**config.mk**
```make
export PLATFORM = sky130hd
export DESIGN_NAME = reg_hazard_scoreboard
export DESIGN_NICKNAME = d
export VERILOG_FILES = /design/src/rtl/reg_hazard_scoreboard_pkg.sv /design/src/rtl/reg_hazard_scoreboard_hazard_match.sv /design/src/rtl/reg_hazard_scoreboard.sv
export SDC_FILE = /design/constraint.sdc
export NUM_CORES = 1
export LEC_CHECK = 0
export CAP_MARGIN = 20
export CORE_ASPECT_RATIO = 1.1
export CORE_MARGIN = 3
export CORE_UTILIZATION = 50
export CTS_BUF_LIST = sky130_fd_sc_hd__clkbuf_16
export DETAILED_ROUTE_END_ITERATION = 8
export DONT_BUFFER_PORTS = 1
export PLACE_DENSITY = 0.62
export SLEW_MARGIN = 20
export SYNTH_ARGS = -nofsm -noshare
export SYNTH_HDL_FRONTEND = slang
export SYNTH_SLANG_ARGS = --single-unit
```
**constraint.sdc**
```tcl
create_clock -name clk -period 4.6 [get_ports clk]
set_input_delay 0.46 -clock clk [delete_from_list [all_inputs] [get_ports clk]]
set_output_delay 0.46 -clock clk [all_outputs]
set_load 0.02 [all_outputs]
```
**src/rtl/reg_hazard_scoreboard_pkg.sv**
```systemverilog
// reg_hazard_scoreboard_pkg: shared widths and the pending-write slot type
package reg_hazard_scoreboard_pkg;
    localparam int REG_W       = 3;
    localparam int NREGS       = 8;
    localparam int STALL_CNT_W = 16;

    typedef struct packed {
        logic             v;
        logic [REG_W-1:0] rd;
    } slot_t;
endpackage

```
**src/rtl/reg_hazard_scoreboard_hazard_match.sv**
```systemverilog
// hazard_match: flags a used source register that matches any pending slot write
module hazard_match
    import reg_hazard_scoreboard_pkg::*;
#(
    parameter int DEPTH     = 3,
    parameter bit RF_BYPASS = 1'b1
) (
    input  slot_t [DEPTH-1:0] slots_i,
    input  logic [REG_W-1:0]  src_i,
    input  logic              used_i,
    output logic              hit_o
);
    // a retiring-slot match is harmless when the register file writes before it reads
    always_comb begin
        hit_o = 1'b0;
        for (int k = 0; k < DEPTH; k++)
            hit_o = hit_o | (used_i & slots_i[k].v & (slots_i[k].rd == src_i)
                             & ~(RF_BYPASS & (k == DEPTH - 1)));
    end
endmodule

```
**src/rtl/reg_hazard_scoreboard.sv**
```systemverilog
// reg_hazard_scoreboard: in-flight destination tracker producing the decode RAW stall
module reg_hazard_scoreboard
    import reg_hazard_scoreboard_pkg::*;
#(
    parameter int DEPTH     = 3,
    parameter bit RF_BYPASS = 1'b1
) (
    input  logic                   clk,
    input  logic                   rst,
    input  logic                   id_valid,
    input  logic                   id_we,
    input  logic [REG_W-1:0]       id_rd,
    input  logic [REG_W-1:0]       id_rs,
    input  logic [REG_W-1:0]       id_rt,
    input  logic                   id_rs_used,
    input  logic                   id_rt_used,
    input  logic                   freeze,
    input  logic [DEPTH-1:0]       flush,
    output logic                   stall,
    output logic                   wb_valid,
    output logic [REG_W-1:0]       wb_rd,
    output logic [NREGS-1:0]       busy_mask,
    output logic [STALL_CNT_W-1:0] stall_cnt
);
    slot_t [DEPTH-1:0]      slots_q, slots_d;
    logic [STALL_CNT_W-1:0] stall_cnt_q, stall_cnt_d;
    logic                   rs_hit, rt_hit, issue;

    hazard_match #(.DEPTH(DEPTH), .RF_BYPASS(RF_BYPASS)) u_rs (
        .slots_i(slots_q), .src_i(id_rs), .used_i(id_rs_used), .hit_o(rs_hit)
    );
    hazard_match #(.DEPTH(DEPTH), .RF_BYPASS(RF_BYPASS)) u_rt (
        .slots_i(slots_q), .src_i(id_rt), .used_i(id_rt_used), .hit_o(rt_hit)
    );

    assign stall     = id_valid & (rs_hit | rt_hit) & ~freeze;
    assign issue     = id_valid & ~stall & ~freeze;
    assign wb_valid  = slots_q[DEPTH-1].v;
    assign wb_rd     = slots_q[DEPTH-1].rd;
    assign stall_cnt = stall_cnt_q;

    // shift (or hold under freeze), then apply the per-slot kill mask
    always_comb begin
        slots_d = slots_q;
        if (!freeze) begin
            slots_d[0] = '{v: issue & id_we, rd: id_rd};
            for (int k = 1; k < DEPTH; k++)
                slots_d[k] = slots_q[k-1];
        end
        for (int k = 0; k < DEPTH; k++)
            if (flush[k])
                slots_d[k].v = 1'b0;
        stall_cnt_d = (stall && stall_cnt_q != '1) ? stall_cnt_q + STALL_CNT_W'(1) : stall_cnt_q;
    end

    // one-hot OR of every valid pending destination
    always_comb begin
        busy_mask = '0;
        for (int k = 0; k < DEPTH; k++)
            if (slots_q[k].v)
                busy_mask[slots_q[k].rd] = 1'b1;
    end

    // slot array and stall counter registers
    always_ff @(posedge clk) begin
        if (rst) begin
            slots_q     <= '0;
            stall_cnt_q <= '0;
        end else begin
            slots_q     <= slots_d;
            stall_cnt_q <= stall_cnt_d;
        end
    end
endmodule

```
# Word-level counts from Yosys, hierarchy flattened
# Index checks and enable logic that the tools add are counted.
# word_totals
output_inout_bits	29
word_cells	55
ram_bits	0
reg_bits	28
input_bits	19
mem_count	0
romBits	0
latch_bits	0
# classes
bitwise	20
eq_ne	5
mul	0
muxes	9
n_reduce_logical	7
shifts	0
div_mod_pow	0
magnitude_cmp	6
add_sub_neg	1
# ops
cell	n
2-to-1 mux 8 bit	3
adder 16 x 1 -> 16 bit (second input constant)	1
!= test 16 bit (second input constant)	1
bitwise OR 8 bit	2
bitwise AND 1 bit	13
equality test 3 bit	4
< comparator 3 x 4 -> 1 bit (second input constant)	3
demux 1 bit (select 3 bit)	3
>= comparator 3 x 1 -> 1 bit (second input constant)	3
OR reduction 2 bit	3
logical AND 1 bit	4
2-to-1 mux 1 bit	3
bitwise OR 1 bit	3
NOT 1 bit	2

# Logic depth before layout (Yosys ltp)
# depth
depth_word	10
ltp_mapped	7
mapped_depth_nobuf	6

# Modules after synthesis
# From an unflattened synthesis, not the netlist that was laid out.
# unflattened
hier_cells	200
hier_area_um2	1664.1
# modules_own_cells
module	instances	cells_per_inst	seq_area_each_um2	area_each_um2
reg_hazard_scoreboard	1	180	560.5	1498.9
hazard_match	2	10	0.0	82.6

# Least setup slack after synthesis
# OpenSTA, ideal clock, no wires.
# synth_timing
path_kind	register to register
from	reg stall_cnt_q[0], in the netlist stall_cnt[0]
to	reg stall_cnt_q[4], in the netlist stall_cnt[4]
arrival_time_ns	2.011
slack_ns	2.467
n_path_buf	1
path_stages_with_launch	8
period_less_slack_ns	2.133
required_time_ns	4.479
setup_ns	0.121
cell_sequence	dfxtp_1 > ha_1 > clkinv_1 > or4_4 > nor2_2 > clkbuf_4 > nor4_2 > mux2_4
# synth_via
elab_chain_len	2
word_cells_on_any_way	3
classes_between	add/sub: 1; eq/ne: 1; reduce/logical: 1
# synth_lines
item	line	text
start: declaration	reg_hazard_scoreboard.sv:26	logic [STALL_CNT_W-1:0] stall_cnt_q, stall_cnt_d;
start signal: assignment	reg_hazard_scoreboard.sv:71	stall_cnt_q <= stall_cnt_d;
parallel branches: the longest is 2 deep, another holds adder 16 x 1 -> 16 bit	--	
# Parallel ways; which one is timed is not known.
# A chain may end at the register's enable or synchronous reset.

# Worst setup path in the final report
# layout_timing
from	reg stall_cnt_q[1], in the netlist stall_cnt[1]
to	reg stall_cnt_q[11], in the netlist stall_cnt[11]
# The elaborated chain is that of the path after synthesis.

==> metrics <==
status completed; commonest non-fill, non-tap cell in the layout dfxtp_1; PD cells 277.5 nW/µm²; Logic pwr share between 4 and 5%; clk buf depth 2; CTS sink count 28; fmax approximately 0.37 GHz; Post-synth EDFFs 0; Worst EP arrival 2850 ps; antenna violations before repair 0; vias in the first global route 1,550; largest net degree at the start of global routing 35; crit-path cells ha_1 > clkinv_1 > or4_4 > nor2_2 > nor3_2 > mux2_4; Congestion Overflow GR 0; Die Ht 70.56 µm; hold path start rst; Worst EP required 4750 ps; crit path from stall_cnt[1]$_SDFFE_PP0P_; Slowest-stage cell, CP nor2_2; post-route ant nets 0; worst path bufs/invs 1; critical path's largest stage delay 700 ps; clock share of power a little under half; Pint approximately 0.43 mW; met2 WL post-DR around 2.2 mm; final hold violations 0; All-Layer GR Usage 19.10%; CP top delay family simple AND/OR/NAND/NOR gates; H-Tree Depth 1; # setup viols final 0; switching power total 0.1046 mW; top sig layer met4; antenna cells 0; Final HPWL DP 3.080 mm; RR Endpoint stall_cnt[11]$_SDFFE_PP0P_; Post-CTS Setup Repair Bufs 0; CTS root buf clkbuf_16; syn nets 240; Reg2Reg Depth 6; vias 1,599; met3 WL post-DR 267 µm; unrepaired setup endpoints after global routing false; P_leak between 0.7 and 0.8 nW; Worst-Skew Late Latency 260 ps; Final Skew 4.563 ps; CTS Hold Buffers Added 0; chip width 64.69 µm; crit path time final 2702 ps; initial DRC count 104; Via density 6.345; wl on met1 1.776 mm; layout cells sized above 1 11.27%; yosys warns 0; Sw Ratio slightly below 20%; Final #Nets approximately 230; placed cells 248; worst hold slack 257.3 ps; R2R setup slack 1900 ps; row count 22; IO Port Bufs 0; fin crit share 58.74%; starting density of the core a little over half; I/O pins between 40 and 50; CTS buffer count 3; area of the core ~3500 µm²; clock-pin slew on the worst setup and hold paths 70 ps; Sequential Power Share ~48%; max-cap violation count 0; FF-to-FF Start stall_cnt[1]$_SDFFE_PP0P_; worst min-delay path endpoint stall_cnt[1]$_SDFFE_PP0P_; Seq/Total Area, Yosys 29.59%; Pins Over Slew Limit 0; Post-Synthesis Cells 220; VDD IR max between 0.00015 and 0.0002 V; worst-margin pin slew 893.3 ps; crit end category flop; Netlist cell types between 40 and 50; Setup CP Type flop to flop; Worst slew margin 40.38%; top_reg_cell synth dfxtp_1; Pre-Repair DR Iteration Count 4; Yosys reg bits 28; Post-Layout Cell Count 252; Avg WL per Cell 17.04 µm; synthesized area 1894 µm²; first-pass GRT wire length just over 7 mm; PostCTS Resize Cnt 0; DIE AREA roughly 4600 µm²; overall power 0.5361 mW; Async SR Flop Fraction 0%; Hold Crit Depth 1; Synth Area per Inst 8.611 µm²; Final GP Congestion 0.8696; Worst setup SP type flop; DRC violations left 0; worst min-delay path category input pin to flop; worst-path fanout max 22; Syn-to-layout area delta 1.981%; CTS tree done; Routed WL around 4.3 mm; Final TNS setup 0 ps; most frequent cells in the layout 28 x dfxtp_1, 22 x nor2_1, 19 x nand2_1, 12 x nand3_1
cells in the mapped netlist (all sizes together) (2+ instances only):
| cell type | n | share of area (%) |
|---|---|---|
| o41ai | 3 | 1.4 |
| a21oi | 8 | 2.1 |
| mux2i | 11 | 5.8 |
| nor2 | 23 | 4.7 |
| o31ai | 5 | 2.0 |
| clkbuf | 7 | 1.8 |
| and3 | 3 | 0.99 |
| nand4b | 2 | 0.92 |
| buf | 14 | 5.8 |
| nor2b | 11 | 3.6 |
| a31oi | 2 | 0.66 |
| o21ba | 2 | 1.1 |
| a32oi | 3 | 1.4 |
| mux2 | 6 | 4.8 |
| xor2 | 12 | 5.9 |
| nor4 | 11 | 5.0 |
| dfxtp | 28 | 30 |
| nor3 | 6 | 2.4 |
| nand3b | 3 | 1.2 |
| or4b | 4 | 2.1 |
| o31a | 2 | 0.92 |
| or3 | 2 | 0.66 |
| nand3 | 12 | 3.2 |
| or4 | 5 | 2.2 |
| nand2 | 19 | 3.8 |
| and2b | 2 | 0.79 |
| nand4 | 8 | 2.6 |
sequential cells by signal, indices dropped and copies added, names as in the netlist:
| register | count |
|---|---|
| slots_q | 8 |
| wb_rd | 3 |
| stall_cnt | 16 |
| wb_valid | 1 |
final cells by class:
cell class,instances,area [µm²]
clock buffer,3,75.07
clock inverter,1,30.03
fill,340,1564
inverter,1,3.754
multi-input combinational,170,1195
sequential,28,560.5
tap,48,60.06
timing repair buffer,1,7.507
how the worst max path moves through the flow:
| stage | end | cells past startpoint | slack (ps) |
|---|---|---|---|
| detailed placement | stall_cnt[3]$_SDFFE_PP0P_ | 6 | 1900 |
| floorplan | stall_cnt[4]$_SDFFE_PP0P_ | 7 | 2470 |
| CTS | stall_cnt[3]$_SDFFE_PP0P_ | 6 | 1900 |
| global placement | stall_cnt[4]$_SDFFE_PP0P_ | 6 | 1960 |
| global route | stall_cnt[10]$_SDFFE_PP0P_ | 6 | 1750 |
| finish | stall_cnt[11]$_SDFFE_PP0P_ | 6 | 1900 |
worst register-to-register path, cell delays in order (launching register included):
cell and delay, ps:
dfxtp_1 550, ha_1 270, clkinv_1 70, or4_4 570
nor2_2 700, nor3_2 110, mux2_4 320
power groups by stage:
| stage | Clock (mW) | Sequential [mW] | Combinational [mW] |
|---|---|---|---|
| global route | 0.273 | 0.256 | 0.0262 |
| floorplan | 0 | 0.252 | 0.0366 |
| CTS | 0.261 | 0.255 | 0.0236 |
| global placement | 0 | 0.261 | 0.0223 |
| finish | 0.257 | 0.255 | 0.0235 |
| detailed placement | 0 | 0.261 | 0.0235 |
stage by stage:
step | worst slack, ps | instance area [µm²] | utilization (%)
floorplan | 2467 | 1894 | -
finish | 1898 | 1932 | 55.26
detailed placement | 1900 | 1827 | 52.25
global route | 1754 | 1932 | 55.26
global placement | 1960 | 1827 | 52.25
CTS | 1897 | 1932 | 55.26
kinds of logic (layout without fill, tap and decap cells):
kind of cell | Yosys count | in the layout | synth area share [%]
and+or+nand+nor | 114 | 114 | 35.54
DFF | 28 | 28 | 29.59
AOI/OAI and AO/OA | 26 | 26 | 9.909
buffers and inverters | 22 | 6 | 7.793
muxes | 17 | 17 | 10.57
xor gates and xnor gates | 12 | 12 | 5.945
adders and majority gates | 1 | 1 | 0.6604
metal layers:
metal,vias to the layer above,global-route usage [%]
met5,-,0
met1,767,21.57
met2,51,34.17
met3,10,5.079
li1,771,-
met4,0,7.042
Power figures use the tool's default switching activity.
